File: src/rtl/ram_ctrl_pkg.sv
// ram_ctrl_pkg
// Shared definitions for the single-port RAM arbiter: default geometry
// (RAM16K: 14-bit word address, 16-bit data), the controller state
// encoding, and a small helper that turns a requester index into a
// one-hot pulse vector.
package ram_ctrl_pkg;

    localparam int AW_DEFAULT = 14;
    localparam int DW_DEFAULT = 16;

    typedef enum logic [1:0] {
        IDLE   = 2'd0,
        ACCESS = 2'd1,
        RESP   = 2'd2
    } state_e;

    // Converts a requester index into its one-hot grant/done position.
    function automatic logic [1:0] idx_to_onehot(input logic idx);
        return idx ? 2'b10 : 2'b01;
    endfunction

endpackage

File: src/rtl/rr_arbiter2.sv
// rr_arbiter2
// Two-way round-robin pick, purely combinational.
// Ports:
//   req       - request vector, bit i is requester i
//   ptr       - current priority pointer (preferred requester)
//   advance   - allow the pointer to move when a grant is made
//   valid     - at least one request is present
//   grant_idx - index of the winning requester
//   ptr_next  - pointer value to load after this decision
module rr_arbiter2 (
    input  logic [1:0] req,
    input  logic       ptr,
    input  logic       advance,
    output logic       valid,
    output logic       grant_idx,
    output logic       ptr_next
);

    // With both requesting the pointer decides; a lone requester always
    // wins. After a grant the loser becomes the preferred requester.
    always_comb begin
        valid     = |req;
        grant_idx = (req == 2'b11) ? ptr : req[1];
        ptr_next  = (advance && valid) ? ~grant_idx : ptr;
    end

endmodule

File: src/rtl/ram_arbiter.sv
// ram_arbiter
// Shares one single-port RAM between two requesters. Each access takes a
// fixed three cycles: IDLE (accept and latch command), ACCESS (drive the
// RAM, grant pulse), RESP (done pulse, read data available).
// Ports:
//   clk, rst             - clock and synchronous active-high reset
//   req, req_we          - per-requester request and write flag
//   req_addr, req_wdata  - packed per-requester address and write data
//   gnt, done            - one-cycle grant and completion pulses
//   rdata                - last captured read data
//   ram_e/ram_w/ram_r    - RAM enable, write strobe, read strobe
//   ram_addr, ram_din    - RAM address and write data
//   ram_dout             - combinational RAM read data
module ram_arbiter
    import ram_ctrl_pkg::*;
#(
    parameter int AW = AW_DEFAULT,
    parameter int DW = DW_DEFAULT
) (
    input  logic            clk,
    input  logic            rst,
    input  logic [1:0]      req,
    input  logic [1:0]      req_we,
    input  logic [2*AW-1:0] req_addr,
    input  logic [2*DW-1:0] req_wdata,
    output logic [1:0]      gnt,
    output logic [1:0]      done,
    output logic [DW-1:0]   rdata,
    output logic            ram_e,
    output logic            ram_w,
    output logic            ram_r,
    output logic [AW-1:0]   ram_addr,
    output logic [DW-1:0]   ram_din,
    input  logic [DW-1:0]   ram_dout
);

    state_e        state_q, state_d;
    logic          ptr_q, ptr_d;
    logic          owner_q, owner_d;
    logic          we_q, we_d;
    logic [AW-1:0] addr_q, addr_d;
    logic [DW-1:0] wdata_q, wdata_d;
    logic [DW-1:0] rdata_q, rdata_d;

    logic arb_valid;
    logic arb_idx;
    logic arb_ptr_next;

    rr_arbiter2 u_rr_arbiter2 (
        .req       (req),
        .ptr       (ptr_q),
        .advance   (state_q == IDLE),
        .valid     (arb_valid),
        .grant_idx (arb_idx),
        .ptr_next  (arb_ptr_next)
    );

    always_ff @(posedge clk) begin
        if (rst) begin
            state_q <= IDLE;
            ptr_q   <= 1'b0;
            owner_q <= 1'b0;
            we_q    <= 1'b0;
            addr_q  <= '0;
            wdata_q <= '0;
            rdata_q <= '0;
        end else begin
            state_q <= state_d;
            ptr_q   <= ptr_d;
            owner_q <= owner_d;
            we_q    <= we_d;
            addr_q  <= addr_d;
            wdata_q <= wdata_d;
            rdata_q <= rdata_d;
        end
    end

    // Requests are only looked at in IDLE; the winner's command is
    // latched so the requester is free to change its inputs from ACCESS on.
    always_comb begin
        state_d = state_q;
        ptr_d   = ptr_q;
        owner_d = owner_q;
        we_d    = we_q;
        addr_d  = addr_q;
        wdata_d = wdata_q;
        rdata_d = rdata_q;
        case (state_q)
            IDLE: begin
                if (arb_valid) begin
                    state_d = ACCESS;
                    ptr_d   = arb_ptr_next;
                    owner_d = arb_idx;
                    we_d    = req_we[arb_idx];
                    addr_d  = arb_idx ? req_addr[AW +: AW] : req_addr[0 +: AW];
                    wdata_d = arb_idx ? req_wdata[DW +: DW] : req_wdata[0 +: DW];
                end
            end
            ACCESS: begin
                state_d = RESP;
                if (!we_q) begin
                    rdata_d = ram_dout;
                end
            end
            RESP: begin
                state_d = IDLE;
            end
            default: begin
                state_d = IDLE;
            end
        endcase
    end

    // Outputs are decoded from the state and forced low while rst is high,
    // so a write sitting in ACCESS when reset arrives never reaches the RAM.
    always_comb begin
        gnt      = 2'b00;
        done     = 2'b00;
        ram_e    = 1'b0;
        ram_w    = 1'b0;
        ram_r    = 1'b0;
        ram_addr = '0;
        ram_din  = '0;
        if (!rst) begin
            case (state_q)
                ACCESS: begin
                    gnt      = idx_to_onehot(owner_q);
                    ram_e    = 1'b1;
                    ram_w    = we_q;
                    ram_r    = !we_q;
                    ram_addr = addr_q;
                    ram_din  = wdata_q;
                end
                RESP: begin
                    done = idx_to_onehot(owner_q);
                end
                default: begin
                end
            endcase
        end
    end

    assign rdata = rdata_q;

endmodule

File: config.mk
export PLATFORM = sky130hd
export DESIGN_NAME = ram_arbiter
export DESIGN_NICKNAME = d
export VERILOG_FILES = /design/src/rtl/ram_ctrl_pkg.sv /design/src/rtl/rr_arbiter2.sv /design/src/rtl/ram_arbiter.sv
export SDC_FILE = /design/constraint.sdc
export NUM_CORES = 1
export LEC_CHECK = 0
export BUFFER_PORTS_ARGS = -buffer_cell sky130_fd_sc_hd__buf_2
export CAP_MARGIN = 20
export CORE_ASPECT_RATIO = 0.75
export CORE_UTILIZATION = 39
export DETAILED_ROUTE_END_ITERATION = 8
export GPL_TIMING_DRIVEN = 0
export PLACE_DENSITY = 0.81
export RECOVER_POWER = 25
export REMOVE_ABC_BUFFERS = 1
export SYNTH_ARGS = -nofsm -noshare
export SYNTH_HDL_FRONTEND = slang
export SYNTH_HIERARCHICAL = 1
export SYNTH_SLANG_ARGS = --single-unit
File: constraint.sdc
create_clock -name clk -period 1.4 [get_ports clk]
set_input_delay 0.21 -clock clk [delete_from_list [all_inputs] [get_ports clk]]
set_output_delay 0.21 -clock clk [all_outputs]
set_load 0.01 [all_outputs]
Yosys cells after proc, flatten, opt, wreduce, memory -nomap -nowiden
Cells that the tools add are included.
W data, S select, Z words.
{ "totals": {"register_bits": 51, "output_inout_bits": 53} }
{ "classes": {"order_cmp": 1, "eq_ne": 4, "muxes": 22, "n_bitwise": 2, "reduce_logical": 7} }
{ "ops": {"columns": ["cell", "count"], "rows": [
  ["$mux W16", 3],
  ["$mux W14", 3],
  ["$mux W2", 6],
  ["$mux W1", 9],
  ["$eq A2 B2 Y1 const B", 2],
  ["$pmux W2 S2", 1],
  ["$reduce_and A2 Y1", 2],
  ["$reduce_and A3 Y1", 1],
  ["$eq A2 B1 Y1 const B", 1],
  ["$logic_not A2 Y1", 1],
  ["$lt A1 B2 Y1 const B", 1],
  ["$ne A2 B2 Y1 const B", 1],
  ["$not A1 Y1", 2],
  ["$reduce_or A2 Y1", 1],
  ["$logic_and A1 B1 Y1", 1],
  ["$logic_not A1 Y1", 1]
]} }

Longest topological paths before layout
{ "logic_depth": {"depth_word": 4, "depth_mapped": 6} }

Cells and area by module
Netlist, hierarchy kept.
{ "by_module_without_submodules": {"columns": ["mod", "instances", "cells_each", "area_per_inst_um2"], "rows": [
  ["ram_arbiter", 1, 229, 2274.7],
  ["rr_arbiter2", 1, 5, 28.8]
]} }

Least setup slack after synthesis
Ideal clock, no wire load.
{ "synth_timing": {"path_type": "reg-to-reg", "start": "register ptr_q", "end": "register addr_q[0]", "arrival_ns": 1.244, "setup_slack_ns": 0.037, "stages_incl_launch_ff": 7, "path_buffers": 2, "path_cell_list": "dfxtp_1 -> inv_1 -> a21boi_1 -> clkbuf_1 -> buf_2 -> mux2i_1 -> o2bb2ai_1"} }
{ "synth_between": {"elab_chain_cells": 2} }
{ "synth_lines": {"columns": ["element", "line", "text"], "rows": [
  ["start: declaration", "ram_arbiter.sv:38", "logic ptr_q, ptr_d;"],
  ["start signal: assignment", "ram_arbiter.sv:69", "ptr_q <= ptr_d;"],
  ["$mux W1", "rr_arbiter2.sv:23", "grant_idx = (req == 2'b11) ? ptr : req[1];"],
  ["named net arb_idx", "ram_arbiter.sv:46", "logic arb_idx;"],
  ["$mux W14", "ram_arbiter.sv:95", "addr_d = arb_idx ? req_addr[AW +: AW] : req_addr[0 +: AW];"],
  ["end signal: assignment", "ram_arbiter.sv:72", "addr_q <= addr_d;"],
  ["end: declaration", "ram_arbiter.sv:41", "logic [AW-1:0] addr_q, addr_d;"]
]} }
The timed path passes the listed nets, and every way through them passes these cells.
A chain may end at the register's enable or synchronous reset.

Final worst setup path
{ "layout_timing": {"start": "register state_q[0]", "end": "output ram_din[9]"} }
{ "layout_between": {"elab_chain_cells": 3} }
{ "layout_lines": {"columns": ["element", "line", "text"], "rows": [
  ["start: declaration", "ram_arbiter.sv:37", "state_e state_q, state_d;"],
  ["start signal: assignment", "ram_arbiter.sv:68", "state_q <= state_d;"],
  ["$eq A2 B1 Y1", "ram_arbiter.sv:125", "case (state_q)"],
  ["$mux W16", "ram_arbiter.sv:125", null],
  ["$mux W16", "ram_arbiter.sv:124", "if (!rst) begin"],
  ["end: declaration", "ram_arbiter.sv:33", "output logic [DW-1:0] ram_din,"]
]} }
Every way passes these cells.

==> impl_metrics.py <==
metrics = {
    "route": {
        "drc": 0,
        "dr.max_layer_used": "met4",
        "vias": 2296,
        "routed_wl_um": 7644,
        "avgRoutedWirePerCell_um": 16.47,
        "routed-wl-met2_um": 3763,
        "drtIter0Drc": 40,
        "dr_wl_met3_um": 375,
        "met1_length_um": 3482,
        "viasPerCell": 4.948,
        "antenna_left": 0,
        "drtPass1Iterations": 4,
    },
    "pwr": {
        "netSwitchingFraction_pct": 27.67,
        "ir_worst_vdd_mv": 0.5900,
        "p_switching_mw": 1.096,
        "p_per_area_nw_per_um2": 964.8,
        "combPwrFrac_pct": 26.6,
        "pwr-share-seq_pct": 42.6,
        "leakagePower_nw": 1.857,
        "internal_power_mw": 2.867,
        "clkPwrFrac_pct": 30.8,
        "p_total_mw": 3.963,
    },
    "logic_synthesis": {
        "synth_cell_types": 23,
        "yosys.area.top_type_share_pct": 44.32,
        "synthCells": 234,
        "synth_seq_area_share_pct": 44.32,
        "yosysWarningCount": 6,
        "synth_edf_count": 0,
        "async_reset_ff_share_pct": 0,
        "synth_common_cells": "51 x dfxtp_1, 33 x mux2i_1, 32 x and2_1, 32 x nand2_1, 31 x o2bb2ai_1",
        "synth_seq_cells": 51,
        "syn_area_per_cell_um2": 9.844,
        "synth_ff_type": "dfxtp_1",
        "ys_top_cells_by_area": "dfxtp_1 44%, mux2i_1 14%, o2bb2ai_1 12%, and2_1 8.7%, nand2_1 5.2%",
        "yosys.area.top_type": "dfxtp_1",
        "synth_most_common_cell": "dfxtp_1",
        "netlist_area_um2": 2303,
    },
    "clock_network": {
        "path_clk_slew_ns": 0.10,
        "cts_root_buffer": "clkbuf_8",
        "cts_tree": "yes",
        "cts-htree-levels": 2,
        "cts.path.max_buffers": 2,
        "cts_buffers": 5,
        "cts-hold-fix-buffers": 0,
        "cts.sinks": 51,
        "worst_skew_pair.late_latency_ns": 0.30,
    },
    "floorplanning": {
        "start_util_pct": 41.69,
        "fp.dieW_um": 90.74,
        "coreArea_um2": 5525,
        "pin_count": 135,
        "dieHeight_um": 68.56,
        "rows": 23,
        "dieArea_um2": 6221,
    },
    "sta": {
        "clock.fmax_mhz": 616.7,
        "relSlewSlack_pct": 60.17,
        "setup_viol": 68,
        "fin_ws_ns": -0.2216,
        "hold_ws_ns": 0.1310,
        "worst_pin_slew_ns": 0.5974,
        "rsz0062_at_grt": "true",
        "finalMaxSlewViolations": 0,
        "fin_crit_ns": 1.622,
        "post-route-period-util_pct": 115.8,
        "clock_skew_ns": 0.008749,
        "hold_viol_final": 0,
    },
    "cells_and_area": {
        "finalInstanceArea_um2": 4108,
        "drive_gt1_share_pct": 60.15,
        "fillers": 396,
        "final_cell_count_no_fill": 464,
        "n_antenna_cell": 0,
        "fin_nets": 470,
        "area_growth_syn_to_layout_pct": 78.33,
    },
    "worst_setup_path": {
        "start_kind": "flip-flop",
        "worstSetupEndpointType": "primary output",
        "critPathMaxFanout": 14,
        "arrival_ns": 1.41,
        "critPathKind": "reg -> out",
        "required_ns": 1.19,
    },
    "placed_design": {
        "pre_cts_slack_ns": -0.6296,
        "io_buffers": 134,
        "post_dp_cell_area_um2": 3032,
        "post-dp-hpwl_um": 4065,
        "dp.cells": 427,
        "place.gp.congestion": 0.7197,
    },
    "grt": {
        "grt_pass1_vias": 2063,
        "antenna_found_initial": 0,
        "grt_max_degree": 26,
        "grt_use_total_pct": 20.19,
        "grt-ovfl-total": 0,
        "grt_first_pass_wirelength_um": 9729,
    },
    "outcome": {
        "violations": "negative setup slack",
        "outcome": "complete, but fails checks",
    },
    "flow_run": {
        "drv_cap": 0,
    },
    "hold_path": {
        "hp-class": "in -> reg",
    },
}
-- stage by stage --
| stage | util (%) | setup TNS (ns) |
|---|---|---|
| after detailed placement | 54.87 | -33.91 |
| after CTS | 63.07 | -5.866 |
| final | 74.34 | -7.220 |
| after global routing | 74.34 | -10.69 |
| after global placement | 53.35 | -97.96 |
| after floorplan | - | -58.67 |
-- routing by layer --
metal / up-vias / track usage, %
li1: 1127 / -
met5: - / 0
met1: 1081 / 25.98
met2: 86 / 35.13
met4: 0 / 5.242
met3: 2 / 4.276
-- final cells by class --
class | count | area (um^2) | share of cell area [%]
repair buffers | 165 | 1224 | 29.79
well taps | 75 | 93.84 | 2.284
clock inverters | 3 | 67.56 | 1.645
multi-input cells | 163 | 1617 | 39.35
clock buffers | 5 | 68.82 | 1.675
flip-flops and latches | 51 | 1030 | 25.07
inverters | 2 | 7.507 | 0.1828
-- worst paths after layout --
kind	start	slack [ns]	depth (start not counted)	end
hold reg to reg	rdata[11]	0.46	2	rdata[11]
hold / removal	ram_dout[4]	0.13	3	rdata[4]
setup / recovery	state_q[0]	-0.22	4	ram_din[9]
setup reg to reg	ptr_q	-0.08	6	addr_q[6]
-- sequential cells by signal, indices dropped and copies added (netlist names) --
register and cells:
ptr_q 1, addr_q 14, rdata 16, owner_q 1, state_q 2, we_q 1, wdata_q 16
-- power by group through the flow --
stage | logic [mW] | clock network [mW] | registers, mW
2_1_floorplan | 0.324 | 0 | 1.68
3_3_place_gp | 0.570 | 0 | 1.68
3_5_place_dp | 0.616 | 0 | 1.68
4_1_cts | 0.762 | 1.23 | 1.65
5_1_grt | 1.12 | 1.29 | 1.70
6_report | 1.06 | 1.22 | 1.69
-- what timing repair did --
| item | CTS | global route |
|---|---|---|
| setup buffers | 16 | 4 |
| endpoints found under the setup margin | 85 | 83 |
| gates resized for setup | 25 | 80 |
| pin swaps | 13 | 17 |
| cloned | 2 | 8 |
-- critical path, stage by stage, from the launching register on --
cell,delay (ns)
dfxtp_4,0.39
nor3b_4,0.28
buf_12,0.17
and2_1,0.13
buf_2,0.13
-- cell families (layout without fill, tap and decap cells) --
family	count (synthesis)	in the layout	synth area share (%)
flops	51	51	44.32
simple gates	79	80	19.72
mux	33	33	14.34
compound gates	50	50	16.08
buf+inv	21	175	5.540
-- layout by cell type (no fill, tap or decap), types with 2 or more instances in the layout --
| master | count |
|---|---|
| o2bb2ai_2 | 19 |
| and2_1 | 22 |
| nor2_1 | 3 |
| and2_4 | 10 |
| bufinv_16 | 2 |
| buf_4 | 4 |
| clkbuf_16 | 5 |
| clkbuf_8 | 5 |
| nor3b_4 | 4 |
| nand2_1 | 32 |
| buf_6 | 28 |
| nor2b_4 | 2 |
| mux2i_4 | 3 |
| buf_12 | 6 |
| inv_1 | 2 |
| dfxtp_1 | 48 |
| mux2i_2 | 4 |
| o2bb2ai_4 | 10 |
| dfxtp_4 | 2 |
| mux2i_1 | 26 |
| buf_2 | 121 |
| o2bb2ai_1 | 2 |
| a21oi_1 | 17 |
No activity file was read; power rests on OpenSTA's default activity.
